==> config.mk <==
export PLATFORM = sky130hd
export DESIGN_NAME = gate_input_conditioner
export DESIGN_NICKNAME = d
export VERILOG_FILES = /design/src/rtl/gate_in_pkg.sv /design/src/rtl/debounce_ch.sv /design/src/rtl/gate_input_conditioner.sv
export SDC_FILE = /design/constraint.sdc
export NUM_CORES = 1
export LEC_CHECK = 0
export CORE_MARGIN = 1.5
export CORE_UTILIZATION = 59
export DETAILED_ROUTE_END_ITERATION = 8
export GPL_ROUTABILITY_DRIVEN = 0
export PLACE_DENSITY = 0.75
export SYNTH_ARGS = -nofsm -noshare
export SYNTH_HDL_FRONTEND = slang
export SYNTH_HIERARCHICAL = 1
export SYNTH_SLANG_ARGS = --single-unit
==> constraint.sdc <==
create_clock -name clk -period 4 [get_ports clk]
set_input_delay 0.6 -clock clk [delete_from_list [all_inputs] [get_ports clk]]
set_output_delay 0.6 -clock clk [all_outputs]
set_load 0.02 [all_outputs]
==> src/rtl/gate_in_pkg.sv <==
// Shared types and constants for the gate input conditioner.
package gate_in_pkg;

  // Debouncer states: IDLE while the synchronized input matches the accepted
  // level, COUNT while a differing level is being timed.
  typedef enum logic {
    IDLE  = 1'b0,
    COUNT = 1'b1
  } deb_state_t;

  // 1 ms at 100 MHz.
  localparam int DEF_DEBOUNCE_CYCLES = 100000;

  // Short debounce period so simulations stay fast.
  localparam int SIM_DEBOUNCE_CYCLES = 8;

endpackage : gate_in_pkg

==> src/rtl/debounce_ch.sv <==
// One conditioning channel: 2-FF synchronizer, counter-based debouncer,
// rising-edge press pulse and a toggle or level operand output.
module debounce_ch
  import gate_in_pkg::*;
#(
  parameter int DEBOUNCE_CYCLES = DEF_DEBOUNCE_CYCLES,
  parameter bit TOGGLE_MODE     = 1'b1
) (
  input  logic clk,
  input  logic rst_n,
  input  logic raw,
  output logic level_out,
  output logic press
);

  localparam int              CNT_W    = $clog2(DEBOUNCE_CYCLES);
  localparam logic [CNT_W-1:0] CNT_LAST = CNT_W'(DEBOUNCE_CYCLES - 1);
  localparam logic [CNT_W-1:0] CNT_ONE  = CNT_W'(1);

  logic             sync_s1_reg;
  logic             sync_s2_reg;
  deb_state_t       state_reg;
  deb_state_t       state_next;
  logic [CNT_W-1:0] cnt_reg;
  logic [CNT_W-1:0] cnt_next;
  logic             stable_reg;
  logic             stable_next;
  logic             stable_d_reg;
  logic             press_reg;
  logic             level_reg;

  // Two-flop synchronizer; only sync_s2_reg is seen by the debouncer.
  always_ff @(posedge clk or negedge rst_n) begin
    if (!rst_n) begin
      sync_s1_reg <= 1'b0;
      sync_s2_reg <= 1'b0;
    end else begin
      sync_s1_reg <= raw;
      sync_s2_reg <= sync_s1_reg;
    end
  end

  // Debouncer state, counter and accepted level registers.
  always_ff @(posedge clk or negedge rst_n) begin
    if (!rst_n) begin
      state_reg  <= IDLE;
      cnt_reg    <= '0;
      stable_reg <= 1'b0;
    end else begin
      state_reg  <= state_next;
      cnt_reg    <= cnt_next;
      stable_reg <= stable_next;
    end
  end

  // Next-state logic: a new level is accepted only after it has been seen
  // for DEBOUNCE_CYCLES consecutive cycles; any return to the accepted level
  // abandons the count. The counter saturates at CNT_LAST by construction.
  always_comb begin
    state_next  = state_reg;
    cnt_next    = cnt_reg;
    stable_next = stable_reg;
    case (state_reg)
      IDLE: begin
        cnt_next = '0;
        if (sync_s2_reg != stable_reg) begin
          state_next = COUNT;
          cnt_next   = CNT_ONE;
        end
      end
      COUNT: begin
        if (sync_s2_reg == stable_reg) begin
          state_next = IDLE;
          cnt_next   = '0;
        end else if (cnt_reg == CNT_LAST) begin
          state_next  = IDLE;
          cnt_next    = '0;
          stable_next = sync_s2_reg;
        end else begin
          cnt_next = cnt_reg + CNT_ONE;
        end
      end
      default: begin
        state_next = IDLE;
        cnt_next   = '0;
      end
    endcase
  end

  // Registered press pulse and operand; the toggle flips on the same edge
  // the pulse rises, and level mode tracks the delayed accepted level.
  always_ff @(posedge clk or negedge rst_n) begin
    if (!rst_n) begin
      stable_d_reg <= 1'b0;
      press_reg    <= 1'b0;
      level_reg    <= 1'b0;
    end else begin
      stable_d_reg <= stable_reg;
      press_reg    <= stable_reg & ~stable_d_reg;
      if (TOGGLE_MODE) begin
        level_reg <= level_reg ^ (stable_reg & ~stable_d_reg);
      end else begin
        level_reg <= stable_reg;
      end
    end
  end

  assign level_out = level_reg;
  assign press     = press_reg;

endmodule : debounce_ch

==> src/rtl/gate_input_conditioner.sv <==
// Conditions two raw board buttons into clean synchronous operands a and b
// for the gate block, plus one-cycle press pulses per channel.
module gate_input_conditioner
  import gate_in_pkg::*;
#(
  parameter int DEBOUNCE_CYCLES = DEF_DEBOUNCE_CYCLES,
  parameter bit TOGGLE_MODE     = 1'b1
) (
  input  logic clk,
  input  logic rst_n,
  input  logic btn_a_raw,
  input  logic btn_b_raw,
  output logic a,
  output logic b,
  output logic a_press,
  output logic b_press
);

  logic [1:0] raw_vec;
  logic [1:0] level_vec;
  logic [1:0] press_vec;

  assign raw_vec = {btn_b_raw, btn_a_raw};

  // Two fully independent channels: index 0 is operand a, index 1 is b.
  for (genvar gi = 0; gi < 2; gi++) begin : g_ch
    debounce_ch #(
      .DEBOUNCE_CYCLES(DEBOUNCE_CYCLES),
      .TOGGLE_MODE    (TOGGLE_MODE)
    ) u_ch (
      .clk      (clk),
      .rst_n    (rst_n),
      .raw      (raw_vec[gi]),
      .level_out(level_vec[gi]),
      .press    (press_vec[gi])
    );
  end

  assign a       = level_vec[0];
  assign b       = level_vec[1];
  assign a_press = press_vec[0];
  assign b_press = press_vec[1];

endmodule : gate_input_conditioner

==> results of run 1 <==
## area by class of cell
class                           count  area share
Clock buffer                        6     0.03474
Clock inverter                      2    0.007368
Inverter                            8     0.01263
Multi-Input combinational cell    144      0.3874
Sequential cell                    48      0.5053
Tap cell                           48     0.02526
Timing Repair Buffer                7     0.02737
## stage by stage
| step | util | area, um2 | std cells | setup slack [ns] |
|---|---|---|---|---|
| final | 0.6543 | 2377 | 263 | 1.884 |
| after global placement | 0.6267 | 2277 | 255 | 1.983 |
| after floorplan | - | 2205 | 206 | 2.276 |
| after CTS | 0.6543 | 2377 | 263 | 1.909 |
| after global routing | 0.6543 | 2377 | 263 | 1.695 |
| after detailed placement | 0.6267 | 2277 | 255 | 1.930 |
## cell usage after synthesis
library cell / number
dfrtp_1: 48
nor2_1: 32
xnor2_1: 20
nand3_1: 16
nor4_1: 12
xor2_1: 12
nand2_1: 10
nand4_1: 10
inv_1: 8
buf_4: 4
nor3_1: 4
or4b_1: 4
a21oi_1: 2
and2_2: 2
and3_2: 2
and4_1: 2
buf_6: 2
ha_1: 2
mux2_4: 2
nand4b_1: 2
nor2b_1: 2
nor4_2: 2
o21ai_0: 2
or2_1: 2
or4_1: 2
## worst max-delay path, cell delays in order, from the launching register on
cell	delay (ns)
dfrtp_1	0.45
ha_1	0.26
nand4_1	0.26
nor4_2	0.41
or2_1	0.48
nor2_1	0.11
## metal layers
metal | GRT usage | wire length, um
met1 | 0.2890 | 1766
met5 | 0 | 0
met4 | 0.1090 | 56
met2 | 0.3008 | 1635
met3 | 0.05458 | 191
## power by group through the flow
stage / Sequential (mW) / Clock (mW) / Combinational, mW
after floorplan: 0.505 / 0 / 0.0150
after global placement: 0.506 / 0 / 0.0250
after detailed placement: 0.506 / 0 / 0.0256
after CTS: 0.496 / 0.320 / 0.0257
after global routing: 0.497 / 0.337 / 0.0300
final: 0.496 / 0.308 / 0.0251
## worst max-delay path by stage
stage                                           to                startpoint  slack [ns]
after floorplan            g_ch[0].u_ch/stable_reg  g_ch[0].u_ch/cnt_reg[12]        2.28
after global placement     g_ch[0].u_ch/cnt_reg[3]   g_ch[0].u_ch/cnt_reg[0]        1.98
after detailed placement   g_ch[0].u_ch/cnt_reg[9]   g_ch[0].u_ch/cnt_reg[0]        1.93
after CTS                 g_ch[0].u_ch/cnt_reg[13]   g_ch[0].u_ch/cnt_reg[0]        1.91
after global routing       g_ch[0].u_ch/cnt_reg[9]   g_ch[0].u_ch/cnt_reg[0]        1.70
final                      g_ch[0].u_ch/cnt_reg[1]   g_ch[0].u_ch/cnt_reg[0]        1.88
## cell families after synthesis
logic type                 synth area share
AOI/OAI and AO/OA                  0.009081
xor gates and xnor gates             0.1271
adders and majority gates           0.01135
buffers and inverters               0.03746
DFF                                  0.5448
muxes                               0.01362
and+or+nand+nor                      0.2565
==> results.py, run 1 <==
metrics = {
    "run_status": {
        "outcome": "completed",
    },
    "timing": {
        "finalSetupTns_ns": 0,
        "relSlewSlack": 0.3321,
        "fmax_ghz": 0.4725,
        "finalCritPeriodShare": 0.5291,
        "worstMarginPinSlew_ns": 1.002,
        "rsz0062_at_grt": "no",
        "fin_skew_ns": 0.006002,
        "fin_hold_ws_ns": 0.3697,
        "final-setup-viol-count": 0,
        "final_hold_viol_count": 0,
        "drv_slew": 0,
        "period_needed_ns": 2.116,
    },
    "clocking": {
        "clockRootBuffer": "clkbuf_8",
        "clock_sink_count": 48,
        "clkTransAtPathRegs_ns": 0.09,
        "ctsLongestPathBuffers": 2,
        "cts_hold_buf": 0,
        "cts_post_setup_buffers_inserted": 0,
        "cts_tree": "done",
        "h-tree-depth": 2,
        "numCtsBuffers": 5,
        "cts_resized": 0,
        "clk_latency_ns": 0.30,
    },
    "routing": {
        "vias": 1484,
        "ant_nets": 0,
        "dr.pass1.iters": 4,
        "drt_iter0_drc": 84,
        "routedWlPerCell_um": 13.88,
        "drc": 0,
        "via_per_inst": 5.643,
        "routed_wl_um": 3650,
    },
    "worst_setup_path": {
        "reg2reg_from": "g_ch[0].u_ch/cnt_reg[0]",
        "path_class": "reg2reg",
        "cp.arrival_ns": 2.29,
        "crit_required_ns": 4.17,
        "startpoint_type": "flop",
        "cp_max_fo": 14,
        "r2r_slack_ns": 1.88,
        "cp-end-kind": "flop",
        "reg2regPathDepth": 5,
        "r2r-end": "g_ch[0].u_ch/cnt_reg[1]",
    },
    "placement": {
        "dp_hpwl_um": 2491,
        "numPortBuffers": 7,
    },
    "synth": {
        "yosys.area.top_type_share": 0.5448,
        "syn_inst": 206,
        "netlist_area_mm2": 0.002205,
        "synth_seq_area_share": 0.5448,
        "syn-num-nets": 212,
        "yosys.area.top_type": "dfrtp_1",
        "synth-seq-cells": 48,
        "syn_area_per_cell_um2": 10.70,
        "synth_area_leaders": "dfrtp_1, xnor2_1, nor2_1",
        "synth_warnings": 6,
        "synth_cell_type_count": 25,
    },
    "global_route": {
        "grt_pass1_wl_um": 6506,
        "grt_pass1_vias": 1456,
        "antenna_found_initial": 0,
        "grt_usage": 0.2078,
        "grt_max_degree": 49,
        "grt_overflow_total": 0,
    },
    "floorplanning": {
        "dieHeight_um": 64.13,
        "rows": 22,
        "coreArea_mm2": 0.003633,
        "io-pin-count": 8,
        "fp.dieArea_mm2": 0.004113,
        "die_w_um": 64.13,
        "start_util": 0.6067,
    },
    "worst_hold_path": {
        "min-delay-start": "g_ch[0].u_ch/sync_s1_reg",
        "hold_end": "g_ch[0].u_ch/sync_s2_reg",
        "hold_path.class": "reg2reg",
        "worstHoldPathCells": 0,
    },
    "layout": {
        "multi_input_comb_area_um2": 920.9,
        "diodes": 0,
        "layout_commonest_cell": "dfrtp_1",
        "ff_latch_area_mm2": 0.001201,
        "fillerInstances": 269,
        "largest_reg_flops": 34,
        "areaGrowthSynthToFinish_pct": 7.832,
        "drive_gt1_frac": 0.07907,
        "layout_common_cells": "dfrtp_1, nor2_1, xnor2_1",
        "nets": 220,
    },
    "power": {
        "seq_power_share": 0.598,
        "clock_power_share": 0.371,
        "total_power_mw": 0.8294,
        "switchingPower_mw": 0.1870,
        "swShare": 0.2254,
        "power_density_mw_per_mm2": 348.9,
        "peakVddDrop_mv": 0.3196,
        "leakage_nw": 0.9403,
        "intPower_mw": 0.6424,
        "combPwrFrac": 0.030,
    },
    "job": {
        "cap_violations": 0,
    },
}
No activity file was read; power rests on OpenSTA's default activity.
==> inputs of run 2 (changes only) <==
Settings changed: CORE_UTILIZATION 59 to 54, PLACE_DENSITY 0.75 to 0.73.
Clock period 4 ns to 1.82 ns, I/O delays scaled along.
==> run 2 against run 1 <==
Clock skew barely moved. Critical path depth is 1 lower. Via count increased by 10%. Non-clock buffer count grew 28. Sequential power grew 120%.
==> results.py, run 2 (synthesis results as in run 1) <==
metrics = {
    "timing": {
        "fin_hold_ws_ns": 0.03579,
        "worstMarginPinSlew_ns": 0.5771,
        "relSlewSlack": 0.6153,
        "period_needed_ns": 1.775,
        "finalCritPeriodShare": 0.9751,
        "final_hold_viol_count": 0,
        "drv_slew": 0,
        "fin_skew_ns": 0.006472,
        "fmax_ghz": 0.5635,
        "final-setup-viol-count": 0,
        "fin_ws_ns": 0.04526,
        "rsz0062_at_grt": "yes",
    },
    "clocking": {
        "clockRootBuffer": "clkbuf_8",
        "clkTransAtPathRegs_ns": 0.09,
        "ctsLongestPathBuffers": 2,
        "numCtsBuffers": 5,
        "h-tree-depth": 2,
        "cts_hold_buf": 0,
        "clock_sink_count": 48,
        "cts_tree": "done",
        "clk_latency_ns": 0.30,
    },
    "global_route": {
        "grt_overflow_total": 0,
        "grt_pass1_vias": 1708,
        "grt_usage": 0.2283,
        "antenna_found_initial": 0,
        "grt_max_degree": 49,
        "grt_pass1_wl_um": 7521,
    },
    "worst_setup_path": {
        "cp_max_fo": 3,
        "path_delay_family": "simple AND/OR/NAND/NOR gates",
        "crit_required_ns": 2.01,
        "slowest_stage": "or4b_4",
        "cp-end-kind": "flop",
        "max_stage_delay_ns": 0.55,
        "path_class": "reg2reg",
        "crit_chain": "or4b_4 > nor4_4 > nand2_2 > mux2_4",
        "cp.arrival_ns": 1.97,
        "cp_num_buf_inv": 0,
        "startpoint_type": "flop",
    },
    "layout": {
        "fillerInstances": 299,
        "diodes": 0,
        "layout_common_cells": "dfrtp_1, nor2_1, buf_4",
        "post-route-util": 0.6645,
        "final_area_mm2": 0.002639,
        "layout_commonest_cell": "dfrtp_1",
        "drive_gt1_frac": 0.2099,
        "nets": 248,
        "areaGrowthSynthToFinish_pct": 19.69,
        "largest_reg_flops": 34,
    },
    "routing": {
        "drt-met1-wl_um": 1725,
        "drc": 0,
        "routed_wl_um": 4495,
        "highest_layer": "met4",
        "vias": 1636,
        "ant_nets": 0,
        "via_per_inst": 5.584,
        "routedWlPerCell_um": 15.34,
        "route.met3.wl_um": 167,
        "dr.pass1.iters": 4,
        "wl_met2_um": 2495,
        "drt_iter0_drc": 216,
    },
    "floorplanning": {
        "fp.dieArea_mm2": 0.004475,
        "coreArea_mm2": 0.003971,
        "die_w_um": 66.90,
        "start_util": 0.5551,
        "io-pin-count": 8,
        "dieHeight_um": 66.90,
        "rows": 23,
    },
    "placement": {
        "place_area_mm2": 0.002437,
        "dp_hpwl_um": 3029,
        "post-place-ws_ns": -0.002124,
        "numPortBuffers": 7,
    },
    "worst_hold_path": {
        "hold_path.class": "in2async",
    },
    "power": {
        "power_density_mw_per_mm2": 685.0,
        "leakage_nw": 1.134,
        "peakVddDrop_mv": 0.5335,
    },
    "run_status": {
        "outcome": "completed",
    },
    "job": {
        "cap_violations": 0,
    },
}
## run 2: cell count changes in the layout (fill, tap and decap cells not counted), sizes merged
cell,before,now
clkbuf,6,5
clkinvlp,0,2
inv,10,8
buf,1,29
clkinv,0,1
## run 2: worst paths after layout
| check | from | slack, ns | depth (start not counted) | to |
|---|---|---|---|---|
| max | g_ch[0].u_ch/cnt_reg[14] | 0.05 | 4 | g_ch[0].u_ch/stable_reg |
| min | rst_n | 0.04 | 2 | g_ch[0].u_ch/sync_s1_reg |
| max reg2reg | g_ch[0].u_ch/cnt_reg[14] | 0.05 | 4 | g_ch[0].u_ch/stable_reg |
| max in group asynchronous | rst_n | 1.38 | 2 | g_ch[1].u_ch/cnt_reg[7] |
| min reg2reg | g_ch[1].u_ch/sync_s1_reg | 0.36 | 0 | g_ch[1].u_ch/sync_s2_reg |
| min in group clk | g_ch[1].u_ch/sync_s1_reg | 0.36 | 0 | g_ch[1].u_ch/sync_s2_reg |
## run 2: power breakdown
part           internal (mW)  leakage (nW)  total [mW]  switching, mW
sequential              1.08         0.652        1.09        0.00829
combinational         0.0307         0.441      0.0790         0.0482
clock                  0.272        0.0404       0.642          0.370
total                   1.38          1.13        1.81          0.427
## run 2: layout make-up
cell class                 count  area [um2]  area share
tap                           50       62.56     0.02371
clock buffer                   5       68.82     0.02608
clock inverter                 3       23.77    0.009009
inverter                       8       30.03     0.01138
sequential                    48        1201      0.4552
timing repair buffer          35       279.0      0.1057
multi-input combinational    144       973.4      0.3689
## run 2: stage by stage
| step | TNS, ns | power, mW | instances |
|---|---|---|---|
| after floorplan | 0 | 1.142 | 206 |
| after global placement | 0 | 1.183 | 278 |
| after detailed placement | -0.002124 | 1.187 | 278 |
| after CTS | -0.001089 | 1.826 | 286 |
| after global routing | -0.7537 | 1.887 | 293 |
| final | 0 | 1.808 | 293 |
## run 2: metal layers
metal | track usage | vias to the layer above
li1 | - | 780
met1 | 0.2447 | 799
met2 | 0.4100 | 44
met3 | 0.06419 | 13
met4 | 0.1097 | 0
met5 | 0 | -
## run 2: timing repair
item                                    4_1_cts  5_1_grt
endpoints found under the setup margin        2       29
pin swaps                                     1        8
resized for setup                             1        9
endpoints found under the hold margin         0        0
buffers inserted                              0        7
==> inputs of run 3 (changes only) <==
Settings changed: TNS_END_PERCENT set to 10.
==> run 3 against run 2 <==
Global-route usage up 0.072 points. Final area unchanged. Worst setup slack got worse by 0.0043 ns. Flip-flop and latch count unchanged. Utilization stayed put. Non-clock buffer count unchanged. Sequential power hardly changed. Power about the same. Cell count unchanged.
==> results.py, run 3 (synthesis results as in run 1) <==
metrics = {
    "job": {
        "cap_violations": 0,
    },
    "power": {
        "total_power_mw": 1.807,
        "switchingPower_mw": 0.4263,
        "leakage_nw": 1.134,
        "swShare": 0.2359,
        "clock_power_share": 0.355,
        "combPwrFrac": 0.044,
        "peakVddDrop_mv": 0.5335,
        "seq_power_share": 0.601,
        "power_density_mw_per_mm2": 684.9,
        "intPower_mw": 1.381,
    },
    "layout": {
        "final_area_mm2": 0.002639,
        "nets": 248,
        "largest_reg_flops": 34,
        "layout_commonest_cell": "dfrtp_1",
        "fin_cells": 293,
        "diodes": 0,
        "drive_gt1_frac": 0.2099,
        "layout_common_cells": "dfrtp_1, nor2_1, buf_4",
        "fillerInstances": 299,
        "post-route-util": 0.6645,
        "areaGrowthSynthToFinish_pct": 19.69,
    },
    "routing": {
        "drt_iter0_drc": 220,
        "routedWlPerCell_um": 15.38,
        "dr.pass1.iters": 4,
        "drc": 0,
        "ant_nets": 0,
        "vias": 1640,
        "routed_wl_um": 4505,
        "via_per_inst": 5.597,
    },
    "floorplanning": {
        "coreArea_mm2": 0.003971,
        "fp.dieArea_mm2": 0.004475,
        "io-pin-count": 8,
        "start_util": 0.5551,
        "die_w_um": 66.90,
        "dieHeight_um": 66.90,
        "rows": 23,
    },
    "clocking": {
        "clk_latency_ns": 0.30,
        "ctsLongestPathBuffers": 2,
        "cts_hold_buf": 0,
        "clkTransAtPathRegs_ns": 0.09,
        "h-tree-depth": 2,
        "clock_sink_count": 48,
        "numCtsBuffers": 5,
        "clockRootBuffer": "clkbuf_8",
        "cts_tree": "done",
    },
    "worst_hold_path": {
        "hold_path.class": "in2async",
    },
    "timing": {
        "final_hold_viol_count": 0,
        "period_needed_ns": 1.779,
        "finalCritPeriodShare": 0.9775,
        "rsz0062_at_grt": "yes",
        "finalSetupTns_ns": 0,
        "worstMarginPinSlew_ns": 0.5759,
        "fmax_ghz": 0.5621,
        "fin_hold_ws_ns": 0.04067,
        "relSlewSlack": 0.6161,
        "drv_slew": 0,
        "final-setup-viol-count": 0,
        "fin_ws_ns": 0.04099,
        "fin_skew_ns": 0.006383,
    },
    "global_route": {
        "antenna_found_initial": 0,
        "grt_max_degree": 49,
        "grt_usage": 0.2291,
        "grt_overflow_total": 0,
        "grt_pass1_wl_um": 7548,
        "grt_pass1_vias": 1712,
    },
    "worst_setup_path": {
        "cp_max_fo": 3,
        "startpoint_type": "flop",
        "path_class": "reg2reg",
        "crit_required_ns": 2.01,
        "cp-end-kind": "flop",
        "cp.arrival_ns": 1.97,
    },
    "placement": {
        "dp_hpwl_um": 3029,
        "numPortBuffers": 7,
        "place_area_mm2": 0.002437,
        "post-place-ws_ns": -0.002124,
        "placedCellCount": 278,
    },
    "run_status": {
        "outcome": "completed",
    },
}
[run 3: cell type report]
type                       count  area [um2]  share of cell area
tap                           50       62.56             0.02371
inverter                       8       30.03             0.01138
clock buffer                   5       68.82             0.02608
clock inverter                 3       23.77            0.009009
sequential                    48        1201              0.4552
multi-input combinational    144       973.4              0.3689
timing repair buffer          35       279.0              0.1057
[run 3: timing repair]
action | in CTS | in global routing
gates resized for setup | 1 | 9
pin swaps | 0 | 8
buffers inserted | 0 | 7
setup endpoints to repair | 2 | 29
[run 3: critical path, stage by stage, from the launching register on]
cell     delay [ns]
dfrtp_1        0.40
or4b_4         0.55
nor4_4         0.32
nand2_2        0.10
mux2_4         0.30
[run 3: routing by layer]
metal | wire length, um | GRT usage
met4 | 106 | 0.1148
met3 | 175 | 0.06588
met5 | 0 | 0
met1 | 1728 | 0.2458
met2 | 2495 | 0.4075
[run 3: final timing paths]
path / startpoint / end / slack [ns] / cells past startpoint
setup / recovery: g_ch[0].u_ch/cnt_reg[14] / g_ch[0].u_ch/stable_reg / 0.04 / 4
hold / removal: rst_n / g_ch[0].u_ch/level_out / 0.04 / 2
setup reg to reg: g_ch[0].u_ch/cnt_reg[14] / g_ch[0].u_ch/stable_reg / 0.04 / 4
hold reg to reg: g_ch[1].u_ch/sync_s1_reg / g_ch[1].u_ch/sync_s2_reg / 0.36 / 0
max in group asynchronous: rst_n / g_ch[0].u_ch/stable_d_reg / 1.39 / 2
min in group clk: g_ch[1].u_ch/sync_s1_reg / g_ch[1].u_ch/sync_s2_reg / 0.36 / 0
[run 3: power by group through the flow]
| stage | clock (mW) | combinational (mW) | sequential [mW] |
|---|---|---|---|
| after floorplan | 0 | 0.0329 | 1.11 |
| after global placement | 0 | 0.0757 | 1.11 |
| after detailed placement | 0 | 0.0793 | 1.11 |
| after CTS | 0.659 | 0.0801 | 1.09 |
| after global routing | 0.710 | 0.0888 | 1.09 |
| final | 0.642 | 0.0792 | 1.09 |
